## src/rtl/polyphase_cic_decim.sv

```systemverilog
// Polyphase sinc^1/sinc^2 lane combiner followed by an integrate-and-dump decimator.
// Optional: define POLYCIC_ROUND_EN for round-half-up with saturation on the output reduction.

module polycic_lane #(
   parameter int BW    = 6,
   parameter int LOG2L = 2,
   parameter int IDX   = 0
) (
   input  logic signed [BW-1:0]          cur,
   input  logic signed [BW-1:0]          prev,
   input  logic                          ord2,
   output logic signed [BW+2*LOG2L-1:0]  term
);
   localparam int SW = BW + 2*LOG2L;
   localparam int L  = 1 << LOG2L;
   localparam logic signed [SW-1:0] WC = SW'(L - IDX);
   localparam logic signed [SW-1:0] WP = SW'(IDX);

   logic signed [SW-1:0] cx, px;

   assign cx = SW'(cur);
   assign px = SW'(prev);
   // sinc^2 taps: current lane weighted L-i, previous-frame lane weighted i
   assign term = ord2 ? (cx * WC + px * WP) : (cx <<< LOG2L);
endmodule

module polyphase_cic_decim #(
   parameter int BW    = 6,
   parameter int LOG2L = 2,
   parameter int LOG2R = 1,
   parameter int OUTW  = 10
) (
   input  logic                           CLK,
   input  logic                           RES,
   input  logic [(1<<LOG2L)*BW-1:0]       IN_BUS,
   input  logic                           IN_VLD,
   input  logic                           ORD2,
   input  logic                           CLR,
   output logic signed [OUTW-1:0]         OUT,
   output logic                           OUT_VLD
);
   localparam int L  = 1 << LOG2L;
   localparam int R  = 1 << LOG2R;
   localparam int SW = BW + 2*LOG2L;
   localparam int FW = SW + LOG2R;
   localparam int SH = FW - OUTW;
   localparam int CW = (LOG2R > 0) ? LOG2R : 1;

   logic [L-1:0][BW-1:0] cur, prev;
   logic [L-1:0][SW-1:0] term;
   logic signed [SW-1:0] s_sum, s_reg;
   logic                 s_vld;
   logic signed [FW-1:0] acc, d;
   logic [CW-1:0]        cnt;
   logic                 last;
   logic signed [OUTW-1:0] red;

   assign cur = IN_BUS;

   for (genvar i = 0; i < L; i++) begin : g_lane
      polycic_lane #(.BW(BW), .LOG2L(LOG2L), .IDX(i)) u_lane (
         .cur  (cur[i]),
         .prev (prev[i]),
         .ord2 (ORD2),
         .term (term[i])
      );
   end

   always_comb begin
      s_sum = '0;
      for (int i = 0; i < L; i++) s_sum = s_sum + term[i];
   end

   always_ff @(posedge CLK) begin
      if (!RES) begin
         prev  <= '0;
         s_reg <= '0;
         s_vld <= 1'b0;
      end else if (CLR) begin
         prev  <= '0;
         s_vld <= 1'b0;
      end else if (IN_VLD) begin
         prev  <= cur;
         s_reg <= s_sum;
         s_vld <= 1'b1;
      end else begin
         s_vld <= 1'b0;
      end
   end

   assign d    = acc + FW'(s_reg);
   assign last = (LOG2R == 0) || (cnt == CW'(R - 1));

`ifdef POLYCIC_ROUND_EN
   if (SH == 0) begin : g_pass
      assign red = d;
   end else begin : g_rnd
      localparam logic signed [FW:0] HALF = {{FW{1'b0}}, 1'b1} << (SH - 1);
      logic signed [FW:0] rnd, q;
      logic               ovf;
      assign rnd = (FW+1)'(d) + HALF;
      assign q   = rnd >>> SH;
      // any disagreement among the bits above the output sign bit means overflow
      assign ovf = !((&q[FW:OUTW-1]) || !(|q[FW:OUTW-1]));
      assign red = ovf ? {q[FW], {(OUTW-1){~q[FW]}}} : q[OUTW-1:0];
   end
`else
   assign red = OUTW'(d >>> SH);
`endif

   always_ff @(posedge CLK) begin
      if (!RES) begin
         acc     <= '0;
         cnt     <= '0;
         OUT     <= '0;
         OUT_VLD <= 1'b0;
      end else if (CLR) begin
         acc     <= '0;
         cnt     <= '0;
         OUT_VLD <= 1'b0;
      end else begin
         OUT_VLD <= 1'b0;
         if (s_vld) begin
            if (last) begin
               OUT     <= red;
               OUT_VLD <= 1'b1;
               acc     <= '0;
               cnt     <= '0;
            end else begin
               acc <= d;
               cnt <= cnt + 1'b1;
            end
         end
      end
   end
endmodule
```

## config.mk

```make
export PLATFORM = sky130hd
export DESIGN_NAME = polyphase_cic_decim
export DESIGN_NICKNAME = d
export VERILOG_FILES = /design/src/rtl/polyphase_cic_decim.sv
export SDC_FILE = /design/constraint.sdc
export NUM_CORES = 1
export LEC_CHECK = 0
export ABC_AREA = 0
export ABC_CLOCK_PERIOD_IN_PS = 11500
export CAP_MARGIN = 5
export CORE_UTILIZATION = 60
export DETAILED_ROUTE_END_ITERATION = 8
export PLACE_DENSITY_LB_ADDON = 0.05
export SLEW_MARGIN = 20
export SYNTH_ARGS = -nofsm -noshare
export SYNTH_HDL_FRONTEND = slang
export SYNTH_HIERARCHICAL = 1
export SYNTH_SLANG_ARGS = --single-unit
```

## constraint.sdc

```tcl
create_clock -name CLK -period 11.5 [get_ports CLK]
set_clock_uncertainty 0.15 [all_clocks]
set_input_delay 2.3 -clock CLK [delete_from_list [all_inputs] [get_ports CLK]]
set_output_delay 2.3 -clock CLK [all_outputs]
set_load 0.01 [all_outputs]
```

# After elaboration in Yosys (flattened, before gate mapping)
# Index checks and enable logic that the tools add are counted.
[totals]
regBits = 52
inputBits = 29
out_inout_bits = 11
elab_cells = 33
[op_classes]
addsub = 8
multipliers = 2
n_mux = 7
bitwise_logic = 3
n_reduce_logical = 4
[ops]
columns = ["op", "n"]
rows = [
  ["$add 10x10->10", 3],
  ["$mux 10", 3],
  ["$mul 6x3->9 const B", 2],
  ["$add 11x10->11", 1],
  ["$mux 11", 1],
  ["$add 6x9->10", 1],
  ["$add 9x6->10", 1],
  ["$add 7x7->8", 1],
  ["$mux 1", 3],
  ["$not 1->1", 3],
  ["$reduce_and 3->1", 1],
  ["$reduce_or 3->1", 1],
  ["$reduce_and 2->1", 1],
  ["$reduce_or 2->1", 1],
  ["$add 1x1->1 const B", 1],
]

# Logic depth before layout (Yosys ltp)
# Gate-level depths: netlist of run 1.
[depth]
ltp_word = 6
depth_mapped = 20
ltp_nobuf = 20

# Cells and area by module
# The synthesis of run 1 kept the hierarchy.
[modules_own_cells]
columns = ["mod", "n_inst", "cells_each", "area_per_inst_um2", "seq_area_each_um2"]
rows = [
  ["polyphase_cic_decim", 1, 383, 3512.1, 1161.1],
  ["polycic_lane at g_lane[3].u_lane", 1, 84, 681.9, 0.0],
  ["polycic_lane at g_lane[1].u_lane", 1, 86, 679.4, 0.0],
  ["polycic_lane at g_lane[2].u_lane", 1, 39, 316.6, 0.0],
  ["polycic_lane at g_lane[0].u_lane", 1, 11, 78.8, 0.0],
]

# Least setup slack after synthesis of run 1
# No wires, ideal clock.
[synth_timing]
path_kind = "input port to flip-flop"
start = "input port IN_BUS[7]"
end = "register s_reg[8]"
setup_time_ns = 0.120
arrival_ns = 6.406
required_ns = 11.230
slack_ns = 4.824
cell_stages = 17
path_buffers = 0
path_cell_list = "ha_1 > fa_1 > fa_1 > a21o_2 > a21oi_1 > xnor2_1 > mux2_2 > inv_1 > fa_1 > fa_1 > inv_1 > ha_1 > o21a_1 > o21a_1 > o22ai_1 > nor4b_1 > a211o_1"
[synth_rtl]
columns = ["element", "line", "text"]
rows = [
  ["from (decl)", "35", "input logic [(1<<LOG2L)*BW-1:0] IN_BUS,"],
  ["to (signal assigned)", "84", "s_reg <= s_sum;"],
  ["to (decl)", "51", "logic signed [SW-1:0] s_sum, s_reg;"],
]

==> results.json, run 1 <==
{
  "status": "completed",
  "antenna_found_initial": 0,
  "power.density_nw_per_um2": 118,
  "crit_type": "primary input to flop",
  "gr-total-overflow": 0,
  "ir_worst_vdd_v": 0.0000693,
  "worst_hold_path_type": "flop to flop",
  "setup_viol": 0,
  "nets": 721,
  "cts_sinks": 52,
  "rows": 33,
  "synth_cells": 585,
  "syn_area_per_cell_um2": 8.66,
  "path_cells": "clkdlybuf4s50_1 -> ha_1 -> fa_1 -> fa_1 -> a21o_2 -> a21oi_1 -> xnor2_1 -> mux2_2 -> inv_1 -> fa_1 -> fa_1 -> inv_1 -> ha_1 -> o21a_1 -> o21a_1 -> o22ai_1 -> nor4b_1 -> a211o_1",
  "syn2layout_area_growth_pct": 8.74,
  "drive_gt1_share_pct": 5.63,
  "maxCapViolCount": 0,
  "first_pass_iters": 7,
  "crit_path_frequent_cell": "fa_1",
  "htreeDepth": 2,
  "die_w_um": 93.9,
  "hp-start": "s_reg[2]",
  "cts_root_buffer": "clkbuf_8",
  "grt_pass1_wl_mm": 17.0,
  "die-area_um2": 8820,
  "r2r_slack_ps": 6830,
  "setup_slack_ps": 4470,
  "finalWirelength_mm": 10.3,
  "regMostFlops": "prev",
  "cts_tree": "done",
  "num-fill-cells": 722,
  "reg2reg_to": "s_reg[8]",
  "ant_nets": 0,
  "core_um2": 8180,
  "start_util_pct": 62.0,
  "finalHoldViolations": 0,
  "cts-hold-fix-buffers": 0,
  "min_to": "s_reg[2]",
  "end_kind": "flop",
  "gp_congestion": 0.901,
  "fmax_ghz": 0.142,
  "yosysWarnings": 6,
  "grt_max_degree": 38,
  "slew_viol_final": 0,
  "slowest_delay_ps": 510,
  "path_depth": 18,
  "min_period_ps": 7030,
  "cpMaxStageDelayCell": "fa_1",
  "fin_tns_setup_ps": 0,
  "r2r_start": "prev[9]",
  "num_vias": 3923,
  "reg.largest.list": "prev (18), acc (11)",
  "holdPathStages": 2,
  "slew_headroom_pct": 49.5,
  "clock_latency_ps": 320,
  "r2r_cells": 18,
  "required_ps": 11570,
  "dpl.hpwl_mm": 8.11,
  "multiInputGateArea_um2": 3500,
  "postCtsSetupRepairBufs": 0,
  "fin_crit_sh_pct": 61.2,
  "startpoint_type": "primary input",
  "numCtsBuffers": 5,
  "cts_buffer_depth": 2,
  "drtIter0Drc": 119,
  "critPathBufInv": 3,
  "ios": 40,
  "clkSlewWorstSetupHoldPaths_ps": 100,
  "viasPerCell": 5.53,
  "grt.total_usage_pct": 24.6,
  "rsz0062_at_grt": "false",
  "crit_family": "adder cells",
  "crit_fanout": 5,
  "worst_pin_slew_ps": 756,
  "regArea_um2": 1040,
  "post_drt_wl_per_cell_um": 14.5,
  "remaining_drc_errors": 0,
  "p_leak_nw": 2.69,
  "n_antenna_cell": 0,
  "syn_area_um2": 5070,
  "cts_resized": 0,
  "die_y_um": 93.9,
  "largest_reg_flops": 18,
  "arrival_ps": 7100,
  "grt_pass1_vias": 3801,
  "numPortBuffers": 39,
  "pre_cts_ws_ps": 4120
}
-- worst register-to-register path, delay by kind of cell (launching register included) --
kind / cells / cell delay, ps
compound gates: 6 / 1100
buf+inv: 4 / 220
flops: 1 / 340
simple gates: 3 / 550
fa+ha+maj: 5 / 2220
-- cell type report --
class                      instances  share of cell area (%)
clock buffer                       6                    1.32
clock inverter                     2                   0.295
inverter                          88                    6.00
multi-input combinational        413                    63.5
sequential                        52                    18.9
tap                              105                    2.38
timing repair buffer              43                    7.63
-- placed cells by master (no fill, tap or decap), types with 4 or more instances in the layout --
master,count
dfxtp_1,52
ha_1,59
nor2b_1,14
o211ai_1,4
a311oi_1,4
nand2b_1,8
a21o_1,15
nor2_1,46
mux2i_1,25
inv_1,88
and3_1,5
o21ai_1,7
nand2_1,27
nor3_1,6
o21ai_0,10
a211o_1,4
nand3_1,6
fa_1,30
clkdlybuf4s50_1,39
buf_4,4
mux2_2,5
xnor2_1,18
and2_1,9
nand3b_1,6
xor2_1,7
a21oi_1,28
nand4_1,6
a211oi_1,7
clkbuf_8,5
-- stage by stage --
step / power, W / hold WS [ps] / util [%] / instance area, um^2 / cells
2_1_floorplan: 0.000467 / 289 / - / 5070 / 586
3_3_place_gp: 0.000529 / 300 / 66.3 / 5420 / 701
3_5_place_dp: 0.000538 / 301 / 66.3 / 5420 / 701
4_1_cts: 0.000651 / 317 / 67.4 / 5510 / 709
5_1_grt: 0.000705 / 342 / 67.4 / 5510 / 709
6_report: 0.000649 / 316 / 67.4 / 5510 / 709
-- per-layer routing --
layer | global-route usage [%] | share of wire (%)
met3 | 2.75 | 1.8
met2 | 45.4 | 51
met1 | 29.8 | 46
met4 | 7.31 | 1.6
met5 | 0 | 0
-- where the power goes --
| part | internal (W) | switching, W |
|---|---|---|
| Clock | 0.0000436 | 0.0000701 |
| Combinational | 0.000150 | 0.000182 |
| Sequential | 0.000192 | 0.0000107 |
-- how the worst max path moves through the flow --
stage	start	end	slack, ps
2_1_floorplan	IN_BUS[7]	s_reg[8]	4820
5_1_grt	IN_BUS[8]	s_reg[8]	4160
6_report	IN_BUS[7]	s_reg[8]	4470
3_3_place_gp	IN_BUS[7]	s_reg[8]	4200
4_1_cts	IN_BUS[7]	s_reg[8]	4450
3_5_place_dp	IN_BUS[7]	s_reg[8]	4120
(Power assumes the default switching activity.)
==> run 2: changes to the inputs <==
Settings changed: ABC_CLOCK_PERIOD_IN_PS 11500 to 6100, CORE_UTILIZATION 60 to 55.
Clock period 11.5 ns to 6.1 ns, I/O delays scaled along.
==> run 2 against run 1 <==
Against the previous run:
- critical path type unchanged
- the flow now finishes with violations (design-rule violations)
- global-route usage is 2.1 points lower
- die area is 8.9% higher
- first-iteration DRC count is 18% higher
- combinational power is 110% higher
- setup slack worse by 4200 ps
- non-clock buffer count is 21 higher
==> results.json, run 2 (synthesis results as in run 1) <==
{
  "r2r_slack_ps": 1540,
  "num-fill-cells": 775,
  "clock_latency_ps": 310,
  "ios": 40,
  "num_vias": 3995,
  "remaining_drc_errors": 1,
  "rsz0062_at_grt": "false",
  "layout_common_cells": "inv_1 (88), ha_1 (59), dfxtp_1 (52), nor2_1 (46), clkdlybuf4s50_1 (39)",
  "required_ps": 6150,
  "rows": 34,
  "power.density_nw_per_um2": 240,
  "dp_cells": 725,
  "viasPerCell": 5.46,
  "ir_worst_vdd_v": 0.000119,
  "nets": 742,
  "fin_util_pct": 64.9,
  "holdWs_ps": 313,
  "drive_gt1_share_pct": 9.13,
  "regArea_um2": 1040,
  "reg2reg_to": "s_reg[8]",
  "regMostFlops": "prev",
  "cts_buffer_depth": 2,
  "violations": "design-rule violations",
  "cts-hold-fix-buffers": 0,
  "end_kind": "flop",
  "grt_max_degree": 32,
  "setup_viol": 0,
  "finalWirelength_mm": 10.3,
  "status": "finished, violations left",
  "crit_fanout": 4,
  "antenna_found_initial": 0,
  "ant_nets": 0,
  "syn2layout_area_growth_pct": 12.9,
  "p_leak_nw": 2.82,
  "slew_viol_final": 0,
  "multiInputGateArea_um2": 3510,
  "n_antenna_cell": 0,
  "fin_crit_sh_pct": 96.3,
  "first_pass_iters": 6,
  "arrival_ps": 5930,
  "pre_cts_ws_ps": -192,
  "worst_hold_path_type": "flop to flop",
  "clkSlewWorstSetupHoldPaths_ps": 100,
  "cts_sinks": 52,
  "finalNonFillerCells": 732,
  "holdPathStages": 2,
  "startpoint_type": "primary input",
  "crit_type": "primary input to flop",
  "cts_resized": 0,
  "numCtsBuffers": 5,
  "drtIter0Drc": 141,
  "r2r_cells": 18,
  "setup_slack_ps": 225,
  "hp-start": "s_reg[2]",
  "fmax_ghz": 0.170,
  "finalHoldViolations": 0,
  "numPortBuffers": 39,
  "postCtsSetupRepairBufs": 0,
  "worst_pin_slew_ps": 706,
  "die-area_um2": 9600,
  "gr-total-overflow": 0,
  "largest_reg_flops": 18,
  "min_period_ps": 5880,
  "cts_root_buffer": "clkbuf_8",
  "start_util_pct": 57.5,
  "maxCapViolCount": 0,
  "min_to": "s_reg[2]",
  "dpl.hpwl_mm": 8.29,
  "htreeDepth": 2,
  "cts_tree": "done",
  "die_w_um": 98.0,
  "r2r_start": "prev[9]",
  "post_drt_wl_per_cell_um": 14.1,
  "grt_pass1_wl_mm": 17.6,
  "slew_headroom_pct": 52.9,
  "core_um2": 8810,
  "grt_pass1_vias": 3913,
  "final_common_cell": "inv_1",
  "gp_congestion": 0.922,
  "grt.total_usage_pct": 22.5,
  "die_y_um": 98.0,
  "reg.largest.list": "prev (18), acc (11)"
}
==> run 2: final cells by class <==
class	instances	area share [%]
inverter	88	5.78
tap	108	2.36
multi-input combinational	413	61.3
clock inverter	2	1.05
timing repair buffer	64	10.1
sequential	52	18.2
clock buffer	5	1.20
==> run 2: per-layer routing <==
layer	part of all wire, %	track usage (%)	vias up
met5	0	0	-
met4	1.4	5.94	0
met3	2.3	2.36	9
met2	53	43.0	56
met1	44	26.6	1871
li1	-	-	2059
==> run 2: where the power goes <==
| part | leakage (nW) | internal [W] | switching [W] |
|---|---|---|---|
| combinational | 2.33 | 0.000344 | 0.000365 |
| clock | 0.0642 | 0.000162 | 0.000120 |
| sequential | 0.422 | 0.000363 | 0.0000183 |
==> run 2: worst max-delay path by stage <==
stage | slack [ps] | end | depth (start not counted) | start
after detailed placement | -190 | s_reg[8] | 18 | IN_BUS[7]
final | 220 | s_reg[8] | 20 | IN_BUS[9]
after CTS | 120 | s_reg[8] | 18 | IN_BUS[7]
after floorplan | 500 | s_reg[8] | 17 | IN_BUS[7]
after global routing | 30 | s_reg[9] | 22 | IN_BUS[9]
after global placement | -60 | s_reg[8] | 18 | IN_BUS[7]
==> run 2: critical path: stages <==
cell and delay (ps):
clkdlybuf4s50_1 480, ha_1 310, inv_1 50, fa_1 500, inv_1 50, ha_1 320, a21o_2 240, a21oi_1 180
xnor2_1 70, mux2_2 260, inv_1 70, fa_1 450, fa_1 520, inv_1 50, ha_1 340, o21a_1 190
o21a_1 180, o22ai_2 160, nor4b_1 70, a211o_1 230
==> run 2: metrics by stage <==
stage | total power [W] | instance area [um^2] | TNS (ps)
2_1_floorplan | 0.000880 | 5070 | 0
3_3_place_gp | 0.00106 | 5580 | -77.5
3_5_place_dp | 0.00108 | 5580 | -341
4_1_cts | 0.00137 | 5710 | 0
5_1_grt | 0.00148 | 5720 | 0
6_report | 0.00137 | 5720 | 0
==> run 3: changes to the inputs <==
Settings changed: HOLD_SLACK_MARGIN from default to 0.06.
==> results of run 3 <==
Same layout as run 2: the final DEF is identical, and so are final timing and power.
